==> src/rtl/obstacle_field.sv <==
// Scrolls N_OBS obstacles right-to-left on each frame tick, respawning them at random heights,
// detects plane collisions and runs the IDLE/RUN/OVER game state machine.
module obstacle_field #(
  parameter int N_OBS     = 4,
  parameter int COORD_W   = 10,
  parameter int X_SPAWN   = 600,
  parameter int X_LEFT    = 120,
  parameter int Y_BASE    = 100,
  parameter int YOFF_W    = 6,
  parameter int STEP_INIT = 8,
  parameter int STEP_INC  = 2,
  parameter int STEP_MAX  = 16,
  parameter int LEVEL_PTS = 8,
  parameter int SCORE_W   = 8,
  parameter int PLANE_X   = 160,
  parameter int PLANE_W   = 32,
  parameter int HIT_H     = 24
) (
  input  logic                       clk,
  input  logic                       resetn,
  input  logic                       tick_i,
  input  logic                       start_i,
  input  logic [COORD_W-1:0]         plane_y_i,
  output logic [N_OBS*COORD_W-1:0]   obs_x_o,
  output logic [N_OBS*COORD_W-1:0]   obs_y_o,
  output logic [SCORE_W-1:0]         score_o,
  output logic [4:0]                 step_o,
  output logic                       game_over_o,
  output logic                       running_o,
  output logic [1:0]                 state_o
);

  localparam int CW1   = COORD_W + 1;
  localparam int SW1   = SCORE_W + 1;
  localparam int CNT_W = $clog2(N_OBS + 1);
  localparam int LVL_W = $clog2(LEVEL_PTS + N_OBS);

  localparam logic [1:0] S_IDLE = 2'd0;
  localparam logic [1:0] S_RUN  = 2'd1;
  localparam logic [1:0] S_OVER = 2'd2;

  localparam logic [CW1-1:0]     XL_E     = CW1'(X_LEFT);
  localparam logic [CW1-1:0]     YB_E     = CW1'(Y_BASE);
  localparam logic [CW1-1:0]     PX_LO    = CW1'(PLANE_X);
  localparam logic [CW1-1:0]     PX_HI    = CW1'(PLANE_X + PLANE_W);
  localparam logic [CW1-1:0]     HIT_E    = CW1'(HIT_H);
  localparam logic [COORD_W-1:0] XS_C     = COORD_W'(X_SPAWN);
  localparam logic [COORD_W-1:0] YB_C     = COORD_W'(Y_BASE);
  localparam logic [4:0]         STEP_RST = 5'(STEP_INIT);
  localparam logic [5:0]         STEP_ADD = 6'(STEP_INC);
  localparam logic [5:0]         STEP_CAP = 6'(STEP_MAX);
  localparam logic [LVL_W-1:0]   LVL_PTS  = LVL_W'(LEVEL_PTS);

  function automatic logic [COORD_W-1:0] x_init(input int i);
    x_init = COORD_W'(X_LEFT + ((i + 1) * (X_SPAWN - X_LEFT)) / N_OBS);
  endfunction

  function automatic logic [7:0] lfsr_init(input int i);
    lfsr_init = {4'(i + 1), 4'hB};
  endfunction

  logic [1:0]         state_q, state_d;
  logic [COORD_W-1:0] x_q [N_OBS];
  logic [COORD_W-1:0] x_d [N_OBS];
  logic [COORD_W-1:0] y_q [N_OBS];
  logic [COORD_W-1:0] y_d [N_OBS];
  logic [7:0]         lfsr_q [N_OBS];
  logic [7:0]         lfsr_d [N_OBS];
  logic [SCORE_W-1:0] score_q, score_d;
  logic [4:0]         step_q, step_d;
  logic [LVL_W-1:0]   lvl_q, lvl_d;

  logic [N_OBS-1:0]   hit_w, resp_w;
  logic [COORD_W-1:0] x_mv    [N_OBS];
  logic [COORD_W-1:0] y_spawn [N_OBS];
  logic [7:0]         lfsr_nx [N_OBS];

  genvar g;
  for (g = 0; g < N_OBS; g++) begin : g_ch
    logic [CW1-1:0] xe, ye, pe, dy;
    assign xe = {1'b0, x_q[g]};
    assign ye = {1'b0, y_q[g]};
    assign pe = {1'b0, plane_y_i};
    // Subtract the smaller from the larger so the distance never underflows.
    assign dy = (ye >= pe) ? (ye - pe) : (pe - ye);
    assign hit_w[g]   = (xe >= PX_LO) && (xe < PX_HI) && (dy < HIT_E);
    assign resp_w[g]  = xe < (XL_E + CW1'(step_q));
    assign x_mv[g]    = COORD_W'(xe - CW1'(step_q));
    assign y_spawn[g] = COORD_W'(YB_E + CW1'(lfsr_q[g][YOFF_W-1:0]));
    // Fibonacci taps 8,6,5,4 feeding the LSB.
    assign lfsr_nx[g] = {lfsr_q[g][6:0], lfsr_q[g][7] ^ lfsr_q[g][5] ^ lfsr_q[g][4] ^ lfsr_q[g][3]};
    assign obs_x_o[g*COORD_W +: COORD_W] = x_q[g];
    assign obs_y_o[g*COORD_W +: COORD_W] = y_q[g];
  end

  logic [CNT_W-1:0]   cnt;
  logic [SW1-1:0]     score_sum;
  logic [SCORE_W-1:0] score_sat;
  logic [LVL_W-1:0]   lvl_sum;
  logic [5:0]         step_sum;
  logic [4:0]         step_up;

  always_comb begin
    cnt = '0;
    for (int i = 0; i < N_OBS; i++) cnt = cnt + CNT_W'(resp_w[i]);
  end

  assign score_sum = {1'b0, score_q} + SW1'(cnt);
  assign score_sat = score_sum[SCORE_W] ? '1 : score_sum[SCORE_W-1:0];
  assign lvl_sum   = lvl_q + LVL_W'(cnt);
  assign step_sum  = {1'b0, step_q} + STEP_ADD;
  assign step_up   = (step_sum > STEP_CAP) ? 5'(STEP_MAX) : step_sum[4:0];

  logic reinit;

  always_comb begin
    state_d = state_q;
    score_d = score_q;
    step_d  = step_q;
    lvl_d   = lvl_q;
    reinit  = 1'b0;
    for (int i = 0; i < N_OBS; i++) begin
      x_d[i] = x_q[i];
      y_d[i] = y_q[i];
    end
    case (state_q)
      S_IDLE: if (start_i) state_d = S_RUN;
      S_RUN: begin
        // A collision freezes the field on the same clk, even if a tick arrives.
        if (|hit_w) begin
          state_d = S_OVER;
        end else if (tick_i) begin
          for (int i = 0; i < N_OBS; i++) begin
            if (resp_w[i]) begin
              x_d[i] = XS_C;
              y_d[i] = y_spawn[i];
            end else begin
              x_d[i] = x_mv[i];
            end
          end
          score_d = score_sat;
          if (lvl_sum >= LVL_PTS) begin
            lvl_d  = lvl_sum - LVL_PTS;
            step_d = step_up;
          end else begin
            lvl_d = lvl_sum;
          end
        end
      end
      S_OVER: if (start_i) begin
        reinit  = 1'b1;
        state_d = S_IDLE;
        score_d = '0;
        step_d  = STEP_RST;
        lvl_d   = '0;
        for (int i = 0; i < N_OBS; i++) begin
          x_d[i] = x_init(i);
          y_d[i] = YB_C;
        end
      end
      default: state_d = S_IDLE;
    endcase
    for (int i = 0; i < N_OBS; i++) lfsr_d[i] = reinit ? lfsr_init(i) : lfsr_nx[i];
  end

  always_ff @(posedge clk or negedge resetn) begin
    if (!resetn) begin
      state_q <= S_IDLE;
      score_q <= '0;
      step_q  <= STEP_RST;
      lvl_q   <= '0;
      for (int i = 0; i < N_OBS; i++) begin
        x_q[i]    <= x_init(i);
        y_q[i]    <= YB_C;
        lfsr_q[i] <= lfsr_init(i);
      end
    end else begin
      state_q <= state_d;
      score_q <= score_d;
      step_q  <= step_d;
      lvl_q   <= lvl_d;
      for (int i = 0; i < N_OBS; i++) begin
        x_q[i]    <= x_d[i];
        y_q[i]    <= y_d[i];
        lfsr_q[i] <= lfsr_d[i];
      end
    end
  end

  assign score_o     = score_q;
  assign step_o      = step_q;
  assign running_o   = (state_q == S_RUN);
  assign game_over_o = (state_q == S_OVER);
  assign state_o     = state_q;

endmodule

==> config.mk <==
export PLATFORM = sky130hd
export DESIGN_NAME = obstacle_field
export DESIGN_NICKNAME = d
export VERILOG_FILES = /design/src/rtl/obstacle_field.sv
export SDC_FILE = /design/constraint.sdc
export NUM_CORES = 1
export LEC_CHECK = 0
export CAP_MARGIN = 20
export CORE_ASPECT_RATIO = 1.75
export CORE_MARGIN = 3
export CORE_UTILIZATION = 58
export CTS_CLUSTER_SIZE = 40
export DETAILED_ROUTE_END_ITERATION = 10
export GPL_TIMING_DRIVEN = 0
export PLACE_DENSITY = 0.85
export SLEW_MARGIN = 0
export SYNTH_ARGS = -nofsm -noshare
export SYNTH_HDL_FRONTEND = slang
export SYNTH_SLANG_ARGS = --single-unit
==> constraint.sdc <==
create_clock -name clk -period 6.7 [get_ports clk]
set_clock_uncertainty 0.15 [all_clocks]
set_input_delay 1.34 -clock clk [delete_from_list [all_inputs] [get_ports clk]]
set_output_delay 1.34 -clock clk [all_outputs]
set_load 0.05 [all_outputs]
* Word-level counts from Yosys, hierarchy flattened *
Cells that the tools add are included.

word-level totals
  bits in registers = 131
  latch bits = 0
  logic and storage cells = 150
  bits of input ports = 14
  output and inout bits = 97
  memory bits (writable) = 0
  memories kept = 0
  memory bits (read-only) = 0

operators by class
  magnitude comparators = 22
  equal/unequal tests = 12
  $mul = 0
  shift operators = 0
  bitwise logic cells = 12
  div/mod/pow operators = 0
  reductions and logical operators = 18
  multiplexer cells = 46
  add/subtract/negate cells = 24

operators with widths
  kind                   number
  $mux W40               6
  $pmux W40 S2           2
  $sub A10 B10 Y11       8
  $mux W10               8
  $mux W8                8
  $lt A11 B5 Y1 const B  4
  $mux W11               4
  $ge A10 B10 Y1         4
  $ge A10 B8 Y1 const B  4
  $lt A10 B8 Y1 const B  4
  $sub A10 B5 Y10        4
  $lt A10 B11 Y1         3
  $add A7 B6 Y8 const A  4
  $mux W5                5
  $reduce_and A5 Y1      5
  $mux W4                4
  $pmux W8 S2            1
  $ne A2 B1 Y1 const B   6
  $xor A1 B1 Y1          12
  $lt A10 B8 Y1          1
  $pmux W5 S2            1
  $add A8 B3 Y9          1
  $add A7 B5 Y8 const A  1
  $logic_and A1 B1 Y1    8
  20 further kinds       26

* Longest topological paths before layout *
  word-level depth = 11
  gate-level depth with buffers = 22
  gate-level depth less buffers = 21

* Worst setup path after synthesis *
Ideal clock, no wire load.

  path kind = reg-to-reg
  start = register step_q[1] (netlist: step_o[1])
  end = register score_q[5] (netlist: score_o[5])
  setup slack = 1.499 ns
  data required time = 6.484 ns
  arrival time = 4.985 ns
  library setup time = 0.066 ns
  stages on the path, launching flop included = 22
  cells stage by stage = dfrtp_1 > inv_1 > ha_1 > o21a_1 > nor2_1 > o21bai_1 > maj3_1 > a21oi_1 > o21ai_0 > clkbuf_1 > xor2_1 > ha_1 > ha_1 > ha_1 > inv_1 > fa_1 > o21ai_0 > nand2_1 > inv_1 > nand3_1 > a41oi_1 > o22a_1

between the ends
  cells in the longest elaborated chain, start to end = 10
  elaborated cells between the ends (all ways) = 13
  classes of those cells = add/sub: 5; order compare: 4; mux: 4

ends and longest elaborated chain
  item                    RTL line  source
  from (decl)             70        logic [4:0] step_q, step_d;
  from (signal assigned)  180       step_q <= step_d;
  $add A7 B5 Y8 *         87        assign resp_w[g] = xe < (XL_E + CW1'(step_q));
  $lt A10 B11 Y1          87
  $add A1 B1 Y2           105       for (int i = 0; i < N_OBS; i++) cnt = cnt + CNT_W'(resp_w[i]);
  $add A2 B1 Y3           105
  $add A3 B1 Y3 *         105
  $add A8 B3 Y9 *         108       assign score_sum = {1'b0, score_q} + SW1'(cnt);
  $mux W8 *               109       assign score_sat = score_sum[SCORE_W] ? '1 : score_sum[SCORE_W-1:0];
  $mux W8 *               132       end else if (tick_i) begin
  $mux W8 *               130       if (|hit_w) begin
  $pmux W8 S2 *           126       case (state_q)
  to (signal assigned)    179       score_q <= score_d;
  to (decl)               69        logic [SCORE_W-1:0] score_q, score_d;

Every way passes the cells marked *; elsewhere a longest branch is shown, timed or not. The select of a mux whose other input is x is not followed.
A chain may end at the register's enable or synchronous reset.

* Worst setup path after layout *
  start = register step_q[4] (netlist: step_o[4])
  end = register step_q[1] (netlist: step_o[1])

between the ends
  cells in the longest elaborated chain, start to end = 9
  elaborated cells between the ends (all ways) = 19
  classes of those cells = add/sub: 6; order compare: 6; eq/ne: 1; mux: 5; reduce/logical: 1

ends and longest elaborated chain
  item                         RTL line  source
  $add A7 B5 Y8                87
  $lt A10 B11 Y1               87
  $add A1 B1 Y2                105
  $add A2 B1 Y3                105
  $add A3 B1 Y3                105
  $add A4 B3 Y4                110       assign lvl_sum = lvl_q + LVL_W'(cnt);
  $ge A4 B4 Y1                 142       if (lvl_sum >= LVL_PTS) begin
  $ne A2 B1 Y1 (no line)       --
  $reduce_and A5 Y1 (no line)  --

Several ways; a longest one is shown, not always the timed one. The select of a mux whose other input is x is not followed.

==> flow_summary.json <==
{
  "status": "finished, final reports clean",
  "crit_top_cell": "ha_1",
  "r2r_end": "step_o[1]",
  "synth_top_area_share": 0.203,
  "grt_usage": 0.331,
  "rsz0062_at_grt": "no",
  "gp_congestion": 0.990,
  "yosysSeqAreaShare": 0.332,
  "wl_microns": 28900,
  "nFillCells": 1148,
  "place_hpwl_microns": 21900,
  "ys_ff_latch": 122,
  "clock-sinks": 122,
  "ys_types": 78,
  "clockBufferDepth": 2,
  "min_to": "lfsr_q[31]",
  "max_freq_mhz": 172,
  "post_cts_resized": 0,
  "synthCells": 1043,
  "p_leak_nw": 5.06,
  "die_h_microns": 174,
  "min_path_type": "flop to flop",
  "post_cts_buffers": 0,
  "grt_max_degree": 96,
  "cp_top_family": "adder cells",
  "vias_per_cell": 6.27,
  "hold_viol_final": 0,
  "fin_crit_ns": 5.81,
  "design.core.area_sq_mm": 0.0156,
  "async_flop_share": 1.00,
  "die-area_sq_mm": 0.0178,
  "hold_ws_ns": 0.311,
  "initial_core_util": 0.601,
  "cellPowerDensity_mw_per_mm2": 578,
  "drc": 0,
  "worst_pin_slew_ns": 0.857,
  "cp_slowest_cell": "dfrtp_1",
  "grt_pass1_vias": 8691,
  "syn_area_sq_mm": 0.00938,
  "cp_num_buf_inv": 3,
  "clk_latency_ns": 0.42,
  "clkTransAtPathRegs_ns": 0.06,
  "synth_flop_cell": "dfrtp_1",
  "die_w_microns": 102,
  "rrSetupSlack_ns": 0.89,
  "critPathMaxStageDelay_ns": 0.45,
  "wire_per_inst_microns": 21.1,
  "yosys.area.top_type": "dfrtp_1",
  "relSlewSlack": 0.425,
  "tritoncts": "yes",
  "drtAntennaViolNets": 0,
  "reg2reg_from": "step_o[4]",
  "synth_edf_count": 0,
  "cts-buffers-inserted": 17,
  "row_count": 60,
  "area.growth.synth_to_final_pct": 20.3,
  "path_class": "flop to flop",
  "antenna_found_initial": 0,
  "n_antenna_cell": 0,
  "tns_ns": 0,
  "io_buffers": 101,
  "cp-start-kind": "flop",
  "drv_slew": 0,
  "synth.most_common_cell": "ha_1",
  "grt_overflow": 0,
  "via_count": 8618,
  "min_period_over_period": 0.867,
  "synth_warnings": 0,
  "final_nets": 1306,
  "yosys-top-cells-area": "dfrtp_1, ha_1, dfstp_2, o21ai_0, a21oi_1",
  "synth.avg_cell_area_sq_um": 8.99,
  "worstHoldStart": "lfsr_nx[31]",
  "io_pins": 111,
  "final_cells": 1374,
  "dp.cells": 1342,
  "synthTopCellsByCount": "ha_1, inv_1, nand2_1, dfrtp_1, o21ai_0",
  "critPathCaptureType": "flop",
  "cts_root_buffer": "clkbuf_16",
  "peakVddDrop_uv": 400,
  "critPathRequiredTime_ns": 6.84,
  "grt_pass1_wl_microns": 45700,
  "setup_viol": 0,
  "crit_fanout": 10,
  "cap_violations": 0,
  "total_power_mw": 6.53,
  "cts_max_level": 4,
  "whs_path_depth": 1,
  "drtIter0Drc": 510,
  "worst_ep_arrival_time_ns": 5.95,
  "dr.pass1.iters": 7,
  "place_ws_ns": 0.706,
  "drive_gt1_frac": 0.103,
  "path_cells": "inv_1, ha_1, inv_1, ha_1, a2111oi_0, o21ai_0, clkbuf_1, xor2_1, ha_1, ha_1, ha_1, ha_1, a21oi_1, o21ai_0, xnor2_1, nor2_1, nor2_1, mux2_1",
  "ctsHoldBuffers": 0,
  "r2r_cells": 18,
  "worst_slack_ns": 0.890
}
-- layout by cell type (no fill, tap or decap), types with 6 or more instances in the layout --
cell             instances
and3_1                   6
clkbuf_16               17
clkbuf_1                26
dfrtp_1                 76
nand2_1                 78
conb_1                  13
dfstp_2                 46
xnor2_1                 35
a21o_1                  17
nand3_1                 19
fa_1                     6
inv_1                   82
clkdlybuf4s50_1        100
a211oi_1                 6
mux2i_1                  6
buf_2                   12
nand2b_1                24
o21ai_0                 69
and2_1                  23
nor3_1                  19
o221ai_1                 6
nor2b_1                 17
a2111oi_0                7
a22oi_1                  9
o21bai_1                10
nand4_1                 10
xor2_1                  24
nor2_1                  67
a31oi_1                 18
o22a_1                  11
ha_1                   111
inv_6                    6
buf_4                   13
o21a_1                  13
a22o_1                  15
a21oi_1                 67
-- where the power goes --
part | switching, mW | internal, mW | leakage [nW]
Clock | 0.369 | 0.555 | 0.283
Sequential | 0.443 | 1.17 | 1.41
Combinational | 2.43 | 1.56 | 3.37
-- flip-flops by register name (all words and copies together) (netlist names) --
name and count:
score_o 8, obs_y_o 32, state_o 2, obs_x_o 40, lvl_q 4, lfsr_q 4
lfsr_nx 28, step_o 4
-- stage by stage --
step | area (sq um) | util
3_5_place_dp | 10700 | 0.685
2_1_floorplan | 9420 | -
3_3_place_gp | 10700 | 0.683
4_1_cts | 11300 | 0.723
5_1_grt | 11300 | 0.723
6_report | 11300 | 0.723
-- layout make-up --
class | count | area [sq um] | area share
plain buffers | 51 | 255 | 0.0226
clock buffers | 18 | 429 | 0.0380
clock inverters | 14 | 159 | 0.0141
inverters | 83 | 312 | 0.0276
multi-input cells | 798 | 5740 | 0.509
flip-flops and latches | 122 | 3110 | 0.276
well taps | 186 | 233 | 0.0206
repair buffers | 102 | 1040 | 0.0922
-- logic make-up after synthesis --
family	after synthesis	share of synthesized area
other	2	0.000801
AO/OA/AOI/OAI	310	0.226
multiplexers	10	0.0112
buffers and inverters	134	0.0604
flip-flops	122	0.332
adder cells (fa/ha/maj)	121	0.165
XOR/XNOR	59	0.0551
AND/OR/NAND/NOR	285	0.150
-- worst reg2reg max path: stages (launching register included) --
cell	delay, ns
dfrtp_1	0.45
inv_1	0.26
ha_1	0.45
inv_1	0.29
ha_1	0.28
a2111oi_0	0.42
o21ai_0	0.33
clkbuf_1	0.32
xor2_1	0.21
ha_1	0.34
ha_1	0.25
ha_1	0.33
ha_1	0.29
a21oi_1	0.06
o21ai_0	0.36
xnor2_1	0.11
nor2_1	0.34
nor2_1	0.11
mux2_1	0.33
-- worst max-delay path by stage --
| stage | from | end | slack [ns] | cells after the start |
|---|---|---|---|---|
| 2_1_floorplan | step_o[1] | score_o[5] | 1.50 | 21 |
| 3_3_place_gp | resetn | obs_x_o[35] | -0.57 | 1 |
| 3_5_place_dp | plane_y_i[4] | score_o[1] | 0.71 | 15 |
| 4_1_cts | step_o[4] | step_o[1] | 1.02 | 18 |
| 5_1_grt | step_o[4] | step_o[1] | 0.61 | 18 |
| 6_report | step_o[4] | step_o[1] | 0.89 | 18 |
-- routing by layer --
layer	up-vias	GRT usage	wire [microns]
met5	-	0	0
li1	3951	-	-
met3	130	0.0554	1730
met2	412	0.588	15200
met1	4125	0.353	10100
met4	0	0.206	1990
Note: power is estimated with default switching activity, not from simulation.
